==> config.mk <==
export PLATFORM = sky130hd
export DESIGN_NAME = ft_fifo_arbiter_flat
export DESIGN_NICKNAME = d
export VERILOG_FILES = /design/src/rtl/ft_fifo_arbiter_pkg.sv /design/src/rtl/ft_fifo_arbiter_if.sv /design/src/rtl/ft_fifo_arbiter_dir_arbiter.sv /design/src/rtl/ft_fifo_arbiter.sv /design/src/flat_wrapper.sv
export SDC_FILE = /design/constraint.sdc
export NUM_CORES = 1
export LEC_CHECK = 0
export CELL_PAD_IN_SITES_DETAIL_PLACEMENT = 2
export CELL_PAD_IN_SITES_GLOBAL_PLACEMENT = 2
export CORE_MARGIN = 1
export CORE_UTILIZATION = 21
export DETAILED_ROUTE_END_ITERATION = 8
export PLACE_DENSITY = 0.88
export SLEW_MARGIN = 10
export SYNTH_ARGS = -nofsm -noshare
export SYNTH_HDL_FRONTEND = slang
export SYNTH_HIERARCHICAL = 1
export SYNTH_SLANG_ARGS = --single-unit
==> constraint.sdc <==
create_clock -name clk -period 3.4 [get_ports clk]
set_input_delay 0.51 -clock clk [delete_from_list [all_inputs] [get_ports clk]]
set_output_delay 0.51 -clock clk [all_outputs]
set_load 0.02 [all_outputs]
==> src/rtl/ft_fifo_arbiter_pkg.sv <==
// ft_fifo_pkg: shared types and constants for the FT245-style synchronous FIFO
// bus arbiter.
//   state_t        arbiter FSM states
//   DIR_RX/DIR_TX  encoding of the dir output / grant direction
//   DEF_*          default parameter values
package ft_fifo_pkg;

  typedef enum logic [1:0] {
    ST_IDLE     = 2'd0,
    ST_RX_TURN  = 2'd1,
    ST_RX_BURST = 2'd2,
    ST_TX_BURST = 2'd3
  } state_t;

  localparam logic DIR_RX = 1'b0;
  localparam logic DIR_TX = 1'b1;

  localparam int DEF_DATA_W    = 8;
  localparam int DEF_BURST_MAX = 64;
  localparam int DEF_CNT_W     = 32;

endpackage

==> src/rtl/ft_fifo_arbiter_if.sv <==
// ft_fifo_arbiter_if: FT chip side of the synchronous FIFO bus.
//   ft_rxf_n     low = FT has RX data for us
//   ft_txe_n     low = FT can accept TX data
//   ft_data_in   bus value driven by the FT chip
//   ft_data_out  bus value driven by the FPGA (valid while ft_data_oe=1)
//   ft_data_oe   FPGA owns the bus
//   ft_oe_n      FT drives the bus (RX direction)
//   ft_rd_n      RX strobe: a word moves on every clock edge it is low
//   ft_wr_n      TX strobe: a word moves on every clock edge it is low
// Handshake: a word crosses the bus on a rising clk edge when the FT flag
// (rxf_n / txe_n) and the matching strobe (rd_n / wr_n) are both low.
// modport master = arbiter side, modport slave = FT chip side.
interface ft_fifo_arbiter_if
  import ft_fifo_pkg::*;
#(
  parameter int DATA_W = DEF_DATA_W
);
  logic              ft_rxf_n;
  logic              ft_txe_n;
  logic [DATA_W-1:0] ft_data_in;
  logic [DATA_W-1:0] ft_data_out;
  logic              ft_data_oe;
  logic              ft_oe_n;
  logic              ft_rd_n;
  logic              ft_wr_n;

  modport master (
    input  ft_rxf_n, ft_txe_n, ft_data_in,
    output ft_data_out, ft_data_oe, ft_oe_n, ft_rd_n, ft_wr_n
  );

  modport slave (
    output ft_rxf_n, ft_txe_n, ft_data_in,
    input  ft_data_out, ft_data_oe, ft_oe_n, ft_rd_n, ft_wr_n
  );
endinterface

==> src/rtl/ft_fifo_arbiter_dir_arbiter.sv <==
// ft_dir_arbiter: combinational round-robin choice between the RX and TX
// directions.
//   rx_ok, tx_ok  direction can move data now
//   dir           last granted direction
//   grant         some direction can be served
//   grant_dir     direction to serve (opposite of dir when both are ready)
module ft_dir_arbiter
  import ft_fifo_pkg::*;
(
  input  logic rx_ok,
  input  logic tx_ok,
  input  logic dir,
  output logic grant,
  output logic grant_dir
);
  always_comb begin
    grant = rx_ok | tx_ok;
    if (rx_ok && tx_ok) grant_dir = ~dir;
    else if (tx_ok)     grant_dir = DIR_TX;
    else                grant_dir = DIR_RX;
  end
endmodule

==> src/rtl/ft_fifo_arbiter.sv <==
// ft_fifo_arbiter: moves words between an FT245-style synchronous FIFO bus
// and two local FIFOs (A receives RX data, B supplies TX data), alternating
// bursts of at most BURST_MAX words per direction.
// Ports:
//   clk, rst         system clock, asynchronous active-high reset
//   ft               FT bus (ft_fifo_arbiter_if.master)
//   ffa              FIFO A almost full (stop pushing)
//   a_wr_en/a_wr_data push into FIFO A
//   efb              FIFO B empty (first-word-fallthrough)
//   b_rd_data/b_rd_en FIFO B head word / pop
//   busy, dir        not idle / last granted direction (0 RX, 1 TX)
//   state            FSM state for observation
//   rx_words, tx_words  transfer counters, present only when the
//                    FT_FIFO_STATS_EN macro is defined
// All strobes are decoded combinationally from the registered state, so an
// asynchronous reset removes them immediately.
module ft_fifo_arbiter
  import ft_fifo_pkg::*;
#(
  parameter int DATA_W    = DEF_DATA_W,
  parameter int BURST_MAX = DEF_BURST_MAX,
  parameter int CNT_W     = DEF_CNT_W
) (
  input  logic              clk,
  input  logic              rst,
  ft_fifo_arbiter_if.master ft,
  input  logic              ffa,
  output logic              a_wr_en,
  output logic [DATA_W-1:0] a_wr_data,
  input  logic              efb,
  input  logic [DATA_W-1:0] b_rd_data,
  output logic              b_rd_en,
  output logic              busy,
  output logic              dir,
  output state_t            state
`ifdef FT_FIFO_STATS_EN
  ,
  output logic [CNT_W-1:0]  rx_words,
  output logic [CNT_W-1:0]  tx_words
`endif
);
  localparam int CW = $clog2(BURST_MAX + 1);
  localparam logic [CW-1:0] CNT_LAST = CW'(BURST_MAX - 1);

  // Configuration guard: an empty block, but it keeps illegal sizes visible.
  if (BURST_MAX < 1 || CNT_W < 1) begin : g_cfg_invalid
  end

  state_t        state_q, state_d;
  logic [CW-1:0] cnt_q, cnt_d;
  logic          dir_q, dir_d;
  logic          rx_ok, tx_ok, grant, grant_dir;

  assign rx_ok = ~ft.ft_rxf_n & ~ffa;
  assign tx_ok = ~ft.ft_txe_n & ~efb;

  ft_dir_arbiter u_dir_arbiter (
    .rx_ok    (rx_ok),
    .tx_ok    (tx_ok),
    .dir      (dir_q),
    .grant    (grant),
    .grant_dir(grant_dir)
  );

  always_ff @(posedge clk or posedge rst) begin
    if (rst) begin
      state_q <= ST_IDLE;
      cnt_q   <= '0;
      dir_q   <= DIR_TX;  // first contended grant then goes to RX
    end else begin
      state_q <= state_d;
      cnt_q   <= cnt_d;
      dir_q   <= dir_d;
    end
  end

  always_comb begin
    state_d        = state_q;
    cnt_d          = cnt_q;
    dir_d          = dir_q;
    ft.ft_oe_n     = 1'b1;
    ft.ft_rd_n     = 1'b1;
    ft.ft_wr_n     = 1'b1;
    ft.ft_data_oe  = 1'b0;
    ft.ft_data_out = '0;
    a_wr_en        = 1'b0;
    b_rd_en        = 1'b0;
    case (state_q)
      ST_IDLE: begin
        if (grant) begin
          dir_d   = grant_dir;
          state_d = (grant_dir == DIR_TX) ? ST_TX_BURST : ST_RX_TURN;
        end
      end
      ST_RX_TURN: begin
        // FT takes the bus this cycle; no read strobe until it has.
        ft.ft_oe_n = 1'b0;
        state_d    = ST_RX_BURST;
      end
      ST_RX_BURST: begin
        ft.ft_oe_n = 1'b0;
        ft.ft_rd_n = ~rx_ok;
        a_wr_en    = rx_ok;
        if (!rx_ok || cnt_q == CNT_LAST) state_d = ST_IDLE;
        if (rx_ok) cnt_d = cnt_q + CW'(1);
      end
      ST_TX_BURST: begin
        ft.ft_data_oe  = 1'b1;
        ft.ft_data_out = b_rd_data;
        ft.ft_wr_n     = efb;
        b_rd_en        = tx_ok;
        if (!tx_ok || cnt_q == CNT_LAST) state_d = ST_IDLE;
        if (tx_ok) cnt_d = cnt_q + CW'(1);
      end
      default: state_d = ST_IDLE;
    endcase
    // Every return to IDLE starts the next burst count from zero.
    if (state_d == ST_IDLE) cnt_d = '0;
  end

  assign a_wr_data = ft.ft_data_in;
  assign busy      = (state_q != ST_IDLE);
  assign dir       = dir_q;
  assign state     = state_q;

`ifdef FT_FIFO_STATS_EN
  always_ff @(posedge clk or posedge rst) begin
    if (rst) begin
      rx_words <= '0;
      tx_words <= '0;
    end else begin
      rx_words <= rx_words + CNT_W'(a_wr_en);
      tx_words <= tx_words + CNT_W'(b_rd_en);
    end
  end
`else
  // Statistics counters are not built in this configuration.
`endif

endmodule
==> src/flat_wrapper.sv <==
// flat-port wrapper written by rule: the top's interface ports become plain ports
module ft_fifo_arbiter_flat import ft_fifo_pkg::*;
#(
  parameter int DATA_W    = DEF_DATA_W,
  parameter int BURST_MAX = DEF_BURST_MAX,
  parameter int CNT_W     = DEF_CNT_W
)
  (clk, rst, ffa, a_wr_en, a_wr_data, efb, b_rd_data, b_rd_en, busy, dir, state, ft_ft_rxf_n, ft_ft_txe_n, ft_ft_data_in, ft_ft_data_out, ft_ft_data_oe, ft_ft_oe_n, ft_ft_rd_n, ft_ft_wr_n);
  ft_fifo_arbiter_if #(.DATA_W(DATA_W)) ft_i ();
  input  logic clk;
  input  logic rst;
  input  logic ffa;
  output logic a_wr_en;
  output logic [DATA_W-1:0] a_wr_data;
  input  logic efb;
  input  logic [DATA_W-1:0] b_rd_data;
  output logic b_rd_en;
  output logic busy;
  output logic dir;
  output state_t state;
  input wire logic [$bits(ft_i.ft_rxf_n)-1:0] ft_ft_rxf_n;
  input wire logic [$bits(ft_i.ft_txe_n)-1:0] ft_ft_txe_n;
  input wire logic [$bits(ft_i.ft_data_in)-1:0] ft_ft_data_in;
  output wire logic [$bits(ft_i.ft_data_out)-1:0] ft_ft_data_out;
  output wire logic [$bits(ft_i.ft_data_oe)-1:0] ft_ft_data_oe;
  output wire logic [$bits(ft_i.ft_oe_n)-1:0] ft_ft_oe_n;
  output wire logic [$bits(ft_i.ft_rd_n)-1:0] ft_ft_rd_n;
  output wire logic [$bits(ft_i.ft_wr_n)-1:0] ft_ft_wr_n;
  assign ft_i.ft_rxf_n = ft_ft_rxf_n;
  assign ft_i.ft_txe_n = ft_ft_txe_n;
  assign ft_i.ft_data_in = ft_ft_data_in;
  assign ft_ft_data_out = ft_i.ft_data_out;
  assign ft_ft_data_oe = ft_i.ft_data_oe;
  assign ft_ft_oe_n = ft_i.ft_oe_n;
  assign ft_ft_rd_n = ft_i.ft_rd_n;
  assign ft_ft_wr_n = ft_i.ft_wr_n;
  ft_fifo_arbiter #(.DATA_W(DATA_W), .BURST_MAX(BURST_MAX), .CNT_W(CNT_W)) u_core (.clk(clk), .rst(rst), .ft(ft_i), .ffa(ffa), .a_wr_en(a_wr_en), .a_wr_data(a_wr_data), .efb(efb), .b_rd_data(b_rd_data), .b_rd_en(b_rd_en), .busy(busy), .dir(dir), .state(state));
endmodule
==> summary.txt, run 1 <==
Layout
  • Area added between synthesis and finish: 44.1%
  • Most frequent cells in the layout: sky130_fd_sc_hd__clkdlybuf4s50_1 (31), sky130_fd_sc_hd__nor2_1 (13), sky130_fd_sc_hd__and2_1 (9), sky130_fd_sc_hd__dfrtp_1 (9)
  • Most common library cell in the layout ignoring fill and taps: sky130_fd_sc_hd__clkdlybuf4s50_1
  • Antenna diode count: 0
  • Post-layout nets: 141
  • Design area: 0.00114 mm²
  • Filler cell count in the final layout: 406
  • Fraction of final layout cells sized beyond drive strength 1: 7.96%

Floorplanning
  • Die extent in x: 63.3 µm
  • Die Area: 0.00400 mm²
  • Standard cell core area: 0.00347 mm²
  • Die Ht: 63.3 µm
  • Std-Cell Rows: 21
  • Initial Util: 22.7%
  • Count of pins on the block boundary: 48

Detailed routing
  • Number of detailed-routing iterations run before antenna repair: 3
  • Via total after detailed routing: 716
  • Average wire per cell in the routed design: 15.5 µm
  • Total routed wirelength: 2.46 mm
  • Residual antenna-violating net count after detailed routing: 0
  • DRC violation count after routing: 0
  • Via-per-instance ratio: 4.50
  • Initial DRC count: 13

Clock network
  • Number of buffers created by CTS: 3
  • Source-to-sink clock delay at the later pin of the worst-skew pair: 0.24 ns
  • Post-cts hold buffer count: 0
  • Maximum clock insertion buffer count: 2
  • Clock input transition at the sequential cells of the worst setup and hold paths: 0.05 ns
  • Number of gates given a new drive strength after cts: 0
  • Clock H-tree levels: 1
  • Clock tree from TritonCTS: yes
  • Setup Buffers After CTS: 0
  • Clock sinks: 10
  • Clock root cell: sky130_fd_sc_hd__clkbuf_8

Critical path
  • Worst Path Max Fanout: 12
  • Kind of capture point of the worst setup path: primary output
  • Class of the most critical setup path: reg -> out
  • Startpoint Class: register
  • Required arrival time at the worst endpoint: 2.89 ns
  • Source of the worst register-to-register timing path: u_core/state[0]
  • Launching instance or port of the critical path: u_core/state[0]
  • Critical Path AT: 2.24 ns

Logic synthesis
  • Mean instance size in the synthesized netlist: 9.06 µm²
  • EDFF count, synth: 0
  • Net count after synthesis: 114
  • Distinct cell type count after synthesis: 27
  • Share of async-settable or async-resettable flops after synthesis: 100%
  • FF+latch count, synth: 10
  • Share of synthesized area occupied by flip-flops and latches: 31.9%
  • Primary flip-flop cell chosen by synthesis mapping: sky130_fd_sc_hd__dfrtp_1
  • Leading area contributor after synthesis: sky130_fd_sc_hd__dfrtp_1
  • Area share of the largest cell type after synthesis: 28.6%
  • Top post-synthesis cells by area: sky130_fd_sc_hd__dfrtp_1 (29%), sky130_fd_sc_hd__ha_1 (7.9%), sky130_fd_sc_hd__buf_4 (7.6%)
  • Synthesized instance count: 87
  • Syn Std Cell Area: 788 µm²
  • Yosys warnings: 6

Power
  • Areal power density over the cells: 686 mW/mm²
  • Largest vdd supply drop: 0.244 mV
  • Tot Pwr: 0.779 mW
  • Leakage: 0.495 nW

STA
  • Minimum setup slack in the final design: 0.647 ns
  • Slew Limit Headroom: 72.2%
  • Transition time at the pin with the least slew margin: 0.416 ns
  • Final min period: 2.75 ns
  • Setup repair after global routing missed its margin: no
  • Final Skew: 0.00426 ns
  • TNS Setup: 0 ns
  • Hold Worst Slack: 0.543 ns
  • Number of max-slew violations in the final report: 0
  • Setup violations, final: 0
  • Peak Freq: 363 MHz
  • Hold violation count in the final report: 0
  • Fin crit share: 81.0%

Worst hold path
  • Tightest Hold Check Type: reg -> reg
  • Hold path start: u_core/cnt_q[5]

Global route
  • Total overflow reported by the global router: 0
  • Global-route wire length before repair: 3.92 mm
  • Vias in the first global route: 765
  • Maximum number of pins on one net before global-route repair: 13
  • GRT Util Overall: 13.2%
  • Antenna violations before repair: 0

Placed design
  • GPL Wtd Cong: 0.797
  • DP HPWL: 1.95 mm
  • Post-place setup slack: 0.749 ns
  • Port buffer count: 31
  • Post-detailed-placement cell area: 0.00109 mm²

Outcome
  • Run status: complete, no violations

Run
  • Max-cap check violation count: 0
## worst paths after layout
path / to / depth (start not counted) / slack (ns)
max: b_rd_en / 3 / 0.65
min: u_core/cnt_q[5] / 2 / 0.54
max reg2reg: u_core/cnt_q[0] / 5 / 1.49
min reg2reg: u_core/cnt_q[5] / 2 / 0.54
max in group asynchronous: u_core/dir / 2 / 2.52
min in group asynchronous: u_core/cnt_q[0] / 2 / 0.56
## cell families (layout without fill, tap and decap cells)
logic type,after synthesis,after routing,synth area share [%]
flops,10,10,31.9
compound gates,13,13,15.2
fa+ha+maj,5,5,7.94
xor+xnor,6,6,6.67
mux,2,2,2.70
buf+inv,15,41,11.1
simple gates,36,36,24.4
## critical path, stage by stage (launching register included)
cell and delay (ns):
sky130_fd_sc_hd__dfrtp_1 0.45, sky130_fd_sc_hd__ha_1 0.40, sky130_fd_sc_hd__nor3b_4 0.46, sky130_fd_sc_hd__clkdlybuf4s50_1 0.69
## registers in the layout, indices dropped and copies added (netlist names)
register and flops:
u_core/cnt_q 7, u_core/state 2, u_core/dir 1
## layout make-up
| cell class | count | area, µm² | share of cell area (%) |
|---|---|---|---|
| Multi-Input combinational cell | 62 | 449 | 39.5 |
| Timing Repair Buffer | 31 | 310 | 27.3 |
| Sequential cell | 10 | 251 | 22.1 |
| Tap cell | 46 | 57.6 | 5.07 |
| Clock buffer | 4 | 45.0 | 3.96 |
| Inverter | 6 | 22.5 | 1.98 |
## report_power, final
| group | switching (mW) | internal, mW | leakage (nW) |
|---|---|---|---|
| Combinational | 0.267 | 0.203 | 0.340 |
| Sequential | 0.0290 | 0.148 | 0.132 |
| Clock | 0.0499 | 0.0824 | 0.0228 |
## synth_stat cells, types with 2 or more instances
master / count
sky130_fd_sc_hd__nor2_1: 13
sky130_fd_sc_hd__o21ai_1: 3
sky130_fd_sc_hd__buf_4: 8
sky130_fd_sc_hd__dfrtp_1: 9
sky130_fd_sc_hd__o2111ai_1: 2
sky130_fd_sc_hd__o211ai_1: 3
sky130_fd_sc_hd__inv_1: 5
sky130_fd_sc_hd__nor2b_1: 2
sky130_fd_sc_hd__xor2_1: 6
sky130_fd_sc_hd__ha_1: 5
sky130_fd_sc_hd__and3_1: 2
sky130_fd_sc_hd__and2_1: 9
sky130_fd_sc_hd__nand2_1: 6
## per-stage QoR
stage                     cells  util [%]
after floorplan              87         -
after global placement      155      31.5
after detailed placement    155      31.5
after CTS                   159      32.8
after global routing        159      32.8
final                       159      32.8
## per-layer routing
layer  global-route usage [%]  vias to the layer above  wire length, µm
met4                     8.52                        0               88
met3                     3.62                        9              156
met2                     21.6                       35             1220
met5                        0                        -                0
met1                     14.9                      343              988
li1                         -                      329                -
No activity file was read; power rests on OpenSTA's default activity.
==> inputs of run 2 (changes only) <==
--- a/config.mk
+++ b/config.mk
@@ -8,9 +8,9 @@
 export CELL_PAD_IN_SITES_DETAIL_PLACEMENT = 2
 export CELL_PAD_IN_SITES_GLOBAL_PLACEMENT = 2
 export CORE_MARGIN = 1
-export CORE_UTILIZATION = 21
+export CORE_UTILIZATION = 19
 export DETAILED_ROUTE_END_ITERATION = 8
-export PLACE_DENSITY = 0.88
+export PLACE_DENSITY = 0.81
 export SLEW_MARGIN = 10
 export SYNTH_ARGS = -nofsm -noshare
 export SYNTH_HDL_FRONTEND = slang
==> constraint.sdc (replaced) <==
create_clock -name clk -period 2.6 [get_ports clk]
set_input_delay 0.39 -clock clk [delete_from_list [all_inputs] [get_ports clk]]
set_output_delay 0.39 -clock clk [all_outputs]
set_load 0.02 [all_outputs]
==> summary.txt, run 2 (synthesized netlist as in run 1, its figures left out) <==
STA
  • Hold Worst Slack: 0.451 ns
  • Transition time at the pin with the least slew margin: 0.451 ns
  • Final Skew: 0.000700 ns
  • Peak Freq: 423 MHz
  • Final min period: 2.36 ns
  • Fin crit share: 90.9%
  • Hold violation count in the final report: 0
  • Number of max-slew violations in the final report: 0
  • TNS Setup: 0 ns
  • Setup violations, final: 0
  • Setup repair after global routing missed its margin: no
  • Slew Limit Headroom: 69.7%

Critical path
  • Crit path buf inv count: 1
  • Crit path max-delay cell type: sky130_fd_sc_hd__clkdlybuf4s50_1
  • Required arrival time at the worst endpoint: 2.21 ns
  • Critical Path AT: 1.97 ns
  • Setup slack, reg-to-reg: 0.67 ns
  • Class of the most critical setup path: reg -> out
  • Source of the worst register-to-register timing path: u_core/state[0]
  • Kind of capture point of the worst setup path: primary output
  • CP peak stage delay: 0.64 ns
  • Series of cell instances along the critical path: ha_1 > nor3b_4 > clkdlybuf4s50_1
  • Launching instance or port of the critical path: u_core/state[0]
  • Worst Path Max Fanout: 12
  • CP delay by family, top: buffers and inverters
  • Startpoint Class: register

Clock network
  • Clock root cell: sky130_fd_sc_hd__clkbuf_8
  • Setup Buffers After CTS: 0
  • Number of buffers created by CTS: 3
  • Post-cts hold buffer count: 0
  • Clock H-tree levels: 1
  • Clock sinks: 10
  • Clock tree from TritonCTS: yes
  • Number of gates given a new drive strength after cts: 0
  • Source-to-sink clock delay at the later pin of the worst-skew pair: 0.23 ns
  • Maximum clock insertion buffer count: 2
  • Clock input transition at the sequential cells of the worst setup and hold paths: 0.05 ns

Detailed routing
  • Residual antenna-violating net count after detailed routing: 0
  • Total routed wirelength: 2.40 mm
  • DRC violation count after routing: 0
  • Average wire per cell in the routed design: 14.6 µm
  • Number of detailed-routing iterations run before antenna repair: 3
  • Via total after detailed routing: 696
  • Initial DRC count: 8
  • Via-per-instance ratio: 4.24

Floorplanning
  • Die extent in x: 66.4 µm
  • Standard cell core area: 0.00400 mm²
  • Die Area: 0.00441 mm²
  • Count of pins on the block boundary: 48
  • Initial Util: 19.7%
  • Std-Cell Rows: 23
  • Die Ht: 66.4 µm

Layout
  • Area used by multi-input combinational logic: 449 µm²
  • Area added between synthesis and finish: 47.0%
  • Post-layout nets: 142
  • Utilization of the core after routing: 29.0%
  • Fraction of final layout cells sized beyond drive strength 1: 9.65%
  • Largest register FFs: 7
  • Most flop-heavy register: u_core/cnt_q
  • Most frequent cells in the layout: sky130_fd_sc_hd__clkdlybuf4s50_1 (31), sky130_fd_sc_hd__nor2_1 (13), sky130_fd_sc_hd__and2_1 (9), sky130_fd_sc_hd__dfrtp_1 (9)
  • Filler cell count in the final layout: 438
  • FF/Latch Area: 251 µm²
  • Most common library cell in the layout ignoring fill and taps: sky130_fd_sc_hd__clkdlybuf4s50_1
  • Antenna diode count: 0

Power
  • Fraction of power spent switching nets: 43.0%
  • Areal power density over the cells: 899 mW/mm²
  • Clock share of power: 18.7%
  • Largest vdd supply drop: 0.155 mV
  • Register share of total power: 21.9%
  • Comb pwr share: 59.4%
  • Cell-internal power: 0.594 mW
  • Switching power summed over all nets: 0.447 mW
  • Leakage: 0.507 nW

Outcome
  • Run status: complete, no violations

Placed design
  • GPL Wtd Cong: 0.701
  • DP HPWL: 1.92 mm
  • Port buffer count: 31

Global route
  • Vias in the first global route: 801
  • Antenna violations before repair: 0
  • Total overflow reported by the global router: 0
  • GRT Util Overall: 11.5%
  • Maximum number of pins on one net before global-route repair: 13
  • Global-route wire length before repair: 3.72 mm

Run
  • Max-cap check violation count: 0

Worst hold path
  • Tightest Hold Check Type: in -> async
-- run 2: changes by cell type in the layout (fill, tap and decap cells not counted), sizes merged --
cell	previous run	this run
buf	0	1
-- run 2: layout make-up --
type                            count  share of cell area, %
Sequential cell                    10                   21.7
Timing Repair Buffer               32                   27.4
Tap cell                           50                   5.40
Multi-Input combinational cell     62                   38.8
Inverter                            6                   1.94
Clock buffer                        4                   4.75
-- run 2: path summary, 6_finish.rpt --
path	to	cells after the start
worst max-delay path	b_rd_en	3
worst min-delay path	u_core/cnt_q[2]	2
worst max register to register	u_core/cnt_q[6]	6
worst min register to register	u_core/cnt_q[5]	2
max in group asynchronous	u_core/dir	2
min in group clk	u_core/cnt_q[5]	2
-- run 2: per-stage QoR --
stage	worst slack, ns	cell area, µm²	power [mW]	cells
6_report	0.237	1160	1.04	164
5_1_grt	0.116	1160	1.12	164
4_1_cts	0.169	1160	1.06	164
3_5_place_dp	0.388	1100	0.857	160
3_3_place_gp	0.445	1100	0.821	160
2_1_floorplan	0.721	788	0.609	87
-- run 2: layer usage --
| metal | global-route usage (%) | wire length, µm |
|---|---|---|
| met1 | 11.1 | 877 |
| met2 | 22.8 | 1270 |
| met3 | 2.07 | 202 |
| met4 | 5.32 | 42 |
| met5 | 0 | 0 |
-- run 2: power by group through the flow --
stage	clock network (mW)	registers, mW	logic, mW
4_1_cts	0.202	0.229	0.633
5_1_grt	0.208	0.233	0.677
3_5_place_dp	0	0.231	0.626
6_report	0.195	0.228	0.619
3_3_place_gp	0	0.229	0.591
2_1_floorplan	0	0.249	0.361
